===== src/rtl/peak_tracker.sv =====
// peak_tracker: moving-average filter followed by a hysteretic extremum
// tracker that reports positive/negative peaks, half peak-to-peak amplitude
// and the waveform period in filtered samples.
module peak_tracker #(
    parameter int WIDTH    = 32,
    parameter int AVG_LOG2 = 2,
    parameter int HYST     = 16,
    parameter int HOLDOFF  = 0,
    parameter int PER_W    = 16
) (
    input  logic                    i_clock,
    input  logic                    i_RESET,
    input  logic                    i_valid,
    input  logic signed [WIDTH-1:0] i_data,
    output logic signed [WIDTH-1:0] o_max,
    output logic signed [WIDTH-1:0] o_min,
    output logic        [WIDTH-1:0] o_amplitude,
    output logic        [PER_W-1:0] o_period,
    output logic                    o_max_strobe,
    output logic                    o_min_strobe,
    output logic                    o_locked
);

    localparam int DEPTH  = 1 << AVG_LOG2;
    localparam int SUM_W  = WIDTH + AVG_LOG2;
    localparam int EXT_W  = WIDTH + 1;
    localparam int FILL_W = AVG_LOG2 + 1;
    localparam int HO_W   = (HOLDOFF > 0) ? $clog2(HOLDOFF + 1) : 1;
    localparam logic signed [EXT_W-1:0] HYST_E = EXT_W'(HYST);

    typedef enum logic [1:0] {INIT, SEEK, RISING, FALLING} state_t;

    logic signed [WIDTH-1:0] hist [DEPTH];
    logic signed [SUM_W-1:0] sum;
    logic                    sum_valid;
    logic signed [WIDTH-1:0] x;
    logic                    xv;

    state_t                  state, state_n;
    logic signed [WIDTH-1:0] run_max, run_max_n;
    logic signed [WIDTH-1:0] run_min, run_min_n;
    logic                    seeded, seeded_n;
    logic [FILL_W-1:0]       fill_cnt, fill_cnt_n;
    logic [PER_W-1:0]        per_cnt, per_cnt_n, per_inc;
    logic [HO_W-1:0]         hold_cnt, hold_cnt_n;
    logic                    seen_max, seen_max_n;
    logic                    seen_min, seen_min_n;
    logic signed [WIDTH-1:0] max_n, min_n;
    logic [WIDTH-1:0]        amp_n;
    logic [PER_W-1:0]        period_n;
    logic                    max_strobe_n, min_strobe_n, locked_n;

    logic signed [EXT_W-1:0] x_e, run_max_e, run_min_e, amp_diff;
    logic                    above, below;

    // Sample history and running sum; only valid samples enter the window
    always_ff @(posedge i_clock or negedge i_RESET) begin
        if (!i_RESET) begin
            for (int i = 0; i < DEPTH; i++) hist[i] <= '0;
            sum       <= '0;
            sum_valid <= 1'b0;
        end else begin
            sum_valid <= i_valid;
            if (i_valid) begin
                hist[0] <= i_data;
                for (int i = 1; i < DEPTH; i++) hist[i] <= hist[i-1];
                sum <= sum + SUM_W'(i_data) - SUM_W'(hist[DEPTH-1]);
            end
        end
    end

    // Registered filter output: floor average of the window, with its strobe
    always_ff @(posedge i_clock or negedge i_RESET) begin
        if (!i_RESET) begin
            x  <= '0;
            xv <= 1'b0;
        end else begin
            xv <= sum_valid;
            if (sum_valid) x <= WIDTH'(sum >>> AVG_LOG2);
        end
    end

    // Threshold arithmetic carries one extra bit so full-scale values never wrap
    assign x_e       = EXT_W'(x);
    assign run_max_e = EXT_W'(run_max);
    assign run_min_e = EXT_W'(run_min);
    assign above     = (x_e > run_min_e + HYST_E);
    assign below     = (x_e < run_max_e - HYST_E);
    assign per_inc   = (per_cnt == '1) ? per_cnt : per_cnt + PER_W'(1);

    // Tracker state, running extrema, counters and reported results
    always_ff @(posedge i_clock or negedge i_RESET) begin
        if (!i_RESET) begin
            state        <= INIT;
            run_max      <= '0;
            run_min      <= '0;
            seeded       <= 1'b0;
            fill_cnt     <= '0;
            per_cnt      <= '0;
            hold_cnt     <= '0;
            seen_max     <= 1'b0;
            seen_min     <= 1'b0;
            o_max        <= '0;
            o_min        <= '0;
            o_amplitude  <= '0;
            o_period     <= '0;
            o_max_strobe <= 1'b0;
            o_min_strobe <= 1'b0;
            o_locked     <= 1'b0;
        end else begin
            state        <= state_n;
            run_max      <= run_max_n;
            run_min      <= run_min_n;
            seeded       <= seeded_n;
            fill_cnt     <= fill_cnt_n;
            per_cnt      <= per_cnt_n;
            hold_cnt     <= hold_cnt_n;
            seen_max     <= seen_max_n;
            seen_min     <= seen_min_n;
            o_max        <= max_n;
            o_min        <= min_n;
            o_amplitude  <= amp_n;
            o_period     <= period_n;
            o_max_strobe <= max_strobe_n;
            o_min_strobe <= min_strobe_n;
            o_locked     <= locked_n;
        end
    end

    // Next-state logic: everything advances only on a filtered sample
    always_comb begin
        state_n      = state;
        run_max_n    = run_max;
        run_min_n    = run_min;
        seeded_n     = seeded;
        fill_cnt_n   = fill_cnt;
        per_cnt_n    = per_cnt;
        hold_cnt_n   = hold_cnt;
        seen_max_n   = seen_max;
        seen_min_n   = seen_min;
        max_n        = o_max;
        min_n        = o_min;
        period_n     = o_period;
        max_strobe_n = 1'b0;
        min_strobe_n = 1'b0;
        if (xv) begin
            per_cnt_n  = per_inc;
            hold_cnt_n = (hold_cnt != '0) ? hold_cnt - HO_W'(1) : '0;
            case (state)
                INIT: begin
                    fill_cnt_n = fill_cnt + FILL_W'(1);
                    if (fill_cnt == FILL_W'(DEPTH - 1)) state_n = SEEK;
                end
                SEEK: begin
                    if (!seeded) begin
                        seeded_n  = 1'b1;
                        run_max_n = x;
                        run_min_n = x;
                    end else if (above) begin
                        state_n   = RISING;
                        run_max_n = x;
                    end else if (below) begin
                        state_n   = FALLING;
                        run_min_n = x;
                    end else begin
                        if (x_e > run_max_e) run_max_n = x;
                        if (x_e < run_min_e) run_min_n = x;
                    end
                end
                RISING: begin
                    if (below && hold_cnt == '0) begin
                        max_n        = run_max;
                        max_strobe_n = 1'b1;
                        run_min_n    = x;
                        state_n      = FALLING;
                        seen_max_n   = 1'b1;
                        hold_cnt_n   = HO_W'(HOLDOFF);
                        per_cnt_n    = '0;
                        if (seen_max) period_n = per_inc;
                    end else if (x_e > run_max_e) begin
                        run_max_n = x;
                    end
                end
                FALLING: begin
                    if (above && hold_cnt == '0) begin
                        min_n        = run_min;
                        min_strobe_n = 1'b1;
                        run_max_n    = x;
                        state_n      = RISING;
                        seen_min_n   = 1'b1;
                        hold_cnt_n   = HO_W'(HOLDOFF);
                    end else if (x_e < run_min_e) begin
                        run_min_n = x;
                    end
                end
                default: state_n = INIT;
            endcase
        end
        amp_diff = EXT_W'(max_n) - EXT_W'(min_n);
        amp_n    = (max_strobe_n || min_strobe_n) ? WIDTH'($unsigned(amp_diff) >> 1) : o_amplitude;
        locked_n = o_locked || (seen_max_n && seen_min_n);
    end

endmodule


===== config.mk =====
export PLATFORM = sky130hd
export DESIGN_NAME = peak_tracker
export DESIGN_NICKNAME = d
export VERILOG_FILES = /design/src/rtl/peak_tracker.sv
export SDC_FILE = /design/constraint.sdc
export NUM_CORES = 1
export LEC_CHECK = 0
export ABC_AREA = 1
export BUFFER_PORTS_ARGS = -buffer_cell sky130_fd_sc_hd__buf_2
export CAP_MARGIN = 10
export CORE_MARGIN = 2
export CORE_UTILIZATION = 25
export DETAILED_ROUTE_END_ITERATION = 8
export GPL_TIMING_DRIVEN = 0
export PLACE_DENSITY_LB_ADDON = 0.15
export SLEW_MARGIN = 20
export SYNTH_ARGS = -nofsm -noshare
export SYNTH_HDL_FRONTEND = slang
export SYNTH_SLANG_ARGS = --single-unit

===== constraint.sdc =====
create_clock -name i_clock -period 14.3 [get_ports i_clock]
set_input_delay 2.86 -clock i_clock [delete_from_list [all_inputs] [get_ports i_clock]]
set_output_delay 2.86 -clock i_clock [all_outputs]
set_load 0.03 [all_outputs]

Yosys cells after proc, flatten, opt, wreduce, memory -nomap -nowiden
Index checks and enable logic that the tools add are counted.

Register bits: 400. Latch bits: 0. RAM bits: 0. Memory bits (read-only): 0. Input bits: 35. Output and inout port bits: 115. Memories: 0.

Add/sub/neg operators: 8. Multiply operators: 0. Div/mod/pow operators: 0. Magnitude comparators: 4. Equal/unequal tests: 14. Shift operators: 0. Mux-type cells: 46. Bitwise operators: 1. Reduce and logical (&&, ||, !) cells: 13.

Operators by type and width (count): $mux W32 (18); $pmux W32 S3 (2); $mux W16 (3); $add A34 B32 Y34 (1); $sub A34 B32 Y34 (1); $add A32 B6 Y33 const B (1); $gt A32 B33 Y1 (1); $lt A32 B33 Y1 (1); $sub A32 B32 Y33 (1); $sub A32 B6 Y33 const B (1); $gt A32 B32 Y1 (1); $lt A32 B32 Y1 (1); $add A16 B1 Y16 const B (1); $eq A16 B16 Y1 const B (1); $mux W1 (15); $mux W2 (6); $ne A2 B2 Y1 const B (6); $reduce_and A5 Y1 (2); $pmux W2 S4 (1); $ne A3 B3 Y1 const B (2); $reduce_and A6 Y1 (1); $eq A2 B2 Y1 const B (2); $ne A4 B4 Y1 const B (1); $reduce_and A2 Y1 (2); 11 further kinds (14).

Depth between registers and ports, before layout
Depth after elaboration: 8. Mapped depth: 48. Gate-level depth less buffers: 48.

Least setup slack after synthesis
No wires, ideal clock.

Path type: register -> register. From: register run_max[4]. To: register o_amplitude[23]. Library setup time: 0.131 ns. Data arrival time: 5.782 ns. Data required time: 14.169 ns. Slack: 8.387 ns. Stages on the path, launching flop included: 44. Path buffers: 2. Period minus slack after synthesis: 5.913 ns. Cells stage by stage: dfrtp_1 inv_1 ha_1 nand2_1 inv_1 nand2_1 nor4_2 nand4_1 nor2_1 nand4_1 nor4_2 nand2_1 xor2_1 ha_1 nand2_1 nor2_2 nand2_1 nor2_2 [... 8 more ...] o21ai_0 fa_1 nand3_1 nand2_1 a21oi_1 o21bai_1 nand3_1 nand2_1 nand2_1 nand2_1 a21oi_1 inv_1 nand2_1 nand2_1 a21boi_1 o21ai_0 xnor2_1 o21ai_1.

Longest elaborated chain between the ends: 7. Elaborated cells on any way between the ends: 11. Those cells by class: add/sub (2); order compare (1); mux (6); reduce/logical (2).

RTL lines: start, declared (RTL line 40) `logic signed [WIDTH-1:0] run_max, run_max_n;`; start signal, assigned (RTL line 112) `run_max <= run_max_n;`; $sub A32 B6 Y33 (RTL line 88) `assign below = (x_e < run_max_e - HYST_E);`; $lt A32 B33 Y1 (RTL line 88); $logic_and A1 B1 Y1 (RTL line 171) `if (below && hold_cnt == '0) begin`; $mux W32 (RTL line 171); $mux W32 (RTL line 149) `case (state)`; $mux W32 (RTL line 146) `if (xv) begin`; via max_n[1] (RTL line 48) `logic signed [WIDTH-1:0] max_n, min_n;`; $sub A32 B32 Y33 (RTL line 199) `amp_diff = EXT_W'(max_n) - EXT_W'(min_n);`; end signal, assigned (RTL line 122) `o_amplitude <= amp_n;`; end, declared (RTL line 17) `output logic [WIDTH-1:0] o_amplitude,`.

The timed path passes the listed nets, and every way through them passes these cells. A chain may end at the register's enable or synchronous reset.

Worst setup path after layout
Same ends and word-level chain as after synthesis.

==> metrics.yaml <==
arrival_ns: 8.70
setup_viol: 0
final_hold_viol_count: 0
design_area_um2: 29010
finalNonFillerCells: 4694
cts_buffers: 50
synthCells: 3165
async_flop_share: 1.000
drt-met1-wl_um: 36970
syn_nets: 3427
hold_path_class: "reg -> reg"
p_int_mw: 3.913
avgSynthCellArea_um2: 7.834
cts_hold_buf: 0
clock_latency_ns: 0.62
placed_cells: 4606
period_share: 0.5754
r2r_slack_ns: 6.07
antennaDiodeCount: 0
ys_warn_count: 0
dp_slack_ns: 5.869
cts_resized: 0
outcome: "completed"
worstSetupEndpoint: "o_amplitude[23]"
hpwl_um: 64150
ys_top_cells_by_area: "dfrtp_1 (40%), nand2_1 (14%), ha_1 (9.7%)"
reg2reg_to: "o_amplitude[23]"
synth.top_cell.area_share: 0.4027
core_um2: 98280
dpl_cell_area_um2: 27300
grt_setup_unrepaired: "no"
p_switching_mw: 4.163
drive_gt1_frac: 0.09070
grt_max_degree: 77
cap_violations: 0
critPathLaunch: "run_max[4]"
cts.clk_slew.worst_paths_ns: 0.06
setup_tns_ns: 0
via_per_inst: 4.415
synth_commonest_cells: "nand2_1 (938), inv_1 (459), dfrtp_1 (399), o21ai_0 (269), ha_1 (193)"
synth-compound-area-share: 0.1444
seqPwrFrac: 0.234
crit_path_top_delay_cell: "a21oi_1"
cts_num_sinks: 399
grt_overflow_total: 0
wire_per_inst_um: 16.86
htreeDepth: 2
wl_met2_um: 37920
yosysSeqAreaShare: 0.4027
topRoutingLayerUsed: "met4"
synth_cell_type_count: 55
antenna_found_initial: 0
post_cts_buffers: 0
gp_congestion: 0.8438
cts_tree: "done"
utilization: 0.2952
slew_violations: 0
switching_share: 0.5155
fin_crit_ns: 8.228
vias: 20720
synth_area_um2: 24790
synth_flop_cell: "dfrtp_1"
met3_length_um: 2197
synth_edf_count: 0
max_stage_delay_ns: 0.51
relSlewSlack: 0.3366
die_h_um: 318.9
pwr-share-clk: 0.165
cts_buffer_depth: 3
die-area_um2: 101700
tightest_slew_ns: 0.9952
r2r_start: "run_max[4]"
seqCellArea_um2: 9985
drt-total-wl_um: 79140
area_growth_pct: 16.99
synth_top_family_by_area: "simple AND/OR/NAND/NOR gates"
yosys.area_share.simple: 0.2045
ys_ff_latch: 399
boundaryPins: 150
grt_pass1_wl_um: 124300
nets: 3633
firstDrtPassIters: 6
muxShareOfSynthArea: 0.0004542
p_leak_nw: 14.61
num_rows: 115
worstPathMaxFanout: 10
clock_skew_ns: 0.03518
drtAntennaViolNets: 0
die_w_um: 318.9
fillers: 10840
yosysMostFrequentCell: "nand2_1"
grt_pass1_vias: 21480
clock.fmax_mhz: 121.5
cts_root_buffer: "clkbuf_16"
synthAdderAreaFrac: 0.1248
drc: 0
pwr_density_cell_nw_per_um2: 278.4
crit_path_frequent_cell: "nand2_1"
synth-xor-area-share: 0.03603
initial_utilization: 0.2523
drt_iter0_drc: 926
port_buffers: 149
layout_setup_ws_ns: 6.072
critical_path_class: "reg -> reg"
track_usage: 0.1566
startpoint_type: "flip-flop"
comb_power_share: 0.601
crit_path_end_kind: "flip-flop"
rr_worst_depth: 42
ir_drop_mv: 0.1089
required_ns: 14.77
synth_area_leader_cell: "dfrtp_1"
multi_input_area_um2: 12650
[cell families (layout without fill, tap and decap cells)]
kind of cell / count (synthesis) / after routing
compound gates: 629 / 629
flops: 399 / 399
fa+ha+maj: 227 / 227
buf+inv: 572 / 814
simple gates: 1235 / 1235
xor+xnor: 102 / 102
mux: 1 / 1
[power groups by stage]
stage                     logic, mW  clock network (mW)  registers [mW]
after global placement         4.90                   0            1.91
after global routing           5.54                1.43            1.94
after detailed placement       4.91                   0            1.91
final                          4.86                1.33            1.89
after CTS                      4.92                1.38            1.89
after floorplan                3.24                   0            2.04
[per-stage QoR]
step	power, mW	hold WS (ns)
4_1_cts	8.193	0.4584
3_3_place_gp	6.809	0.4377
3_5_place_dp	6.815	0.4438
2_1_floorplan	5.280	0.3519
6_report	8.076	0.4522
5_1_grt	8.905	0.4756
[registers in the layout, indices dropped and copies added (netlist names), 2 cells and up]
name         flops
per_cnt         16
x               32
run_max         32
o_amplitude     32
sum             34
state            2
o_min           32
o_max           32
run_min         32
hist           128
o_period        16
fill_cnt         3
[area by class of cell]
type                            count  area share
Sequential cell                   399      0.3442
Clock inverter                     17    0.008929
Tap cell                         1287     0.05551
Multi-Input combinational cell   2194      0.4361
Inverter                          469     0.06069
Buffer                            103     0.01372
Clock buffer                       71     0.04999
Timing Repair Buffer              154     0.03080
[worst max-delay path, delay by kind of cell (launching register included)]
kind	cells	cell delay, ns
simple gates	23	3.39
buf+inv	5	1.13
flops	1	0.38
xor+xnor	2	0.39
compound gates	9	1.76
fa+ha+maj	3	1.00
[layer usage]
layer,global-route usage,vias up
li1,-,10660
met2,0.2732,311
met4,0.04350,0
met5,0,-
met1,0.2038,9649
met3,0.01784,102
[cells in the final DEF (no fill, tap or decap), types with 23 or more instances in the layout]
cell type  count
clkbuf_16     50
ha_1         193
o211ai_1      35
o21ai_0      269
nand4_1       23
dfrtp_1      399
fa_1          34
nor3_1        23
inv_1        459
xnor2_1       28
buf_2        157
a32oi_1       32
nor2_1       125
a21oi_1      192
nand2_1      938
clkbuf_1      93
nand3_1       64
xor2_1        74
[how the worst min path moves through the flow]
stage	from	slack, ns	depth (start not counted)	to
4_1_cts	seen_min	0.46	1	seen_min
2_1_floorplan	sum_valid	0.35	0	xv
6_report	seen_min	0.45	1	seen_min
3_3_place_gp	o_locked	0.44	1	o_locked
5_1_grt	o_locked	0.48	1	o_locked
3_5_place_dp	seen_min	0.44	1	seen_min
Note: power is estimated with default switching activity, not from simulation.
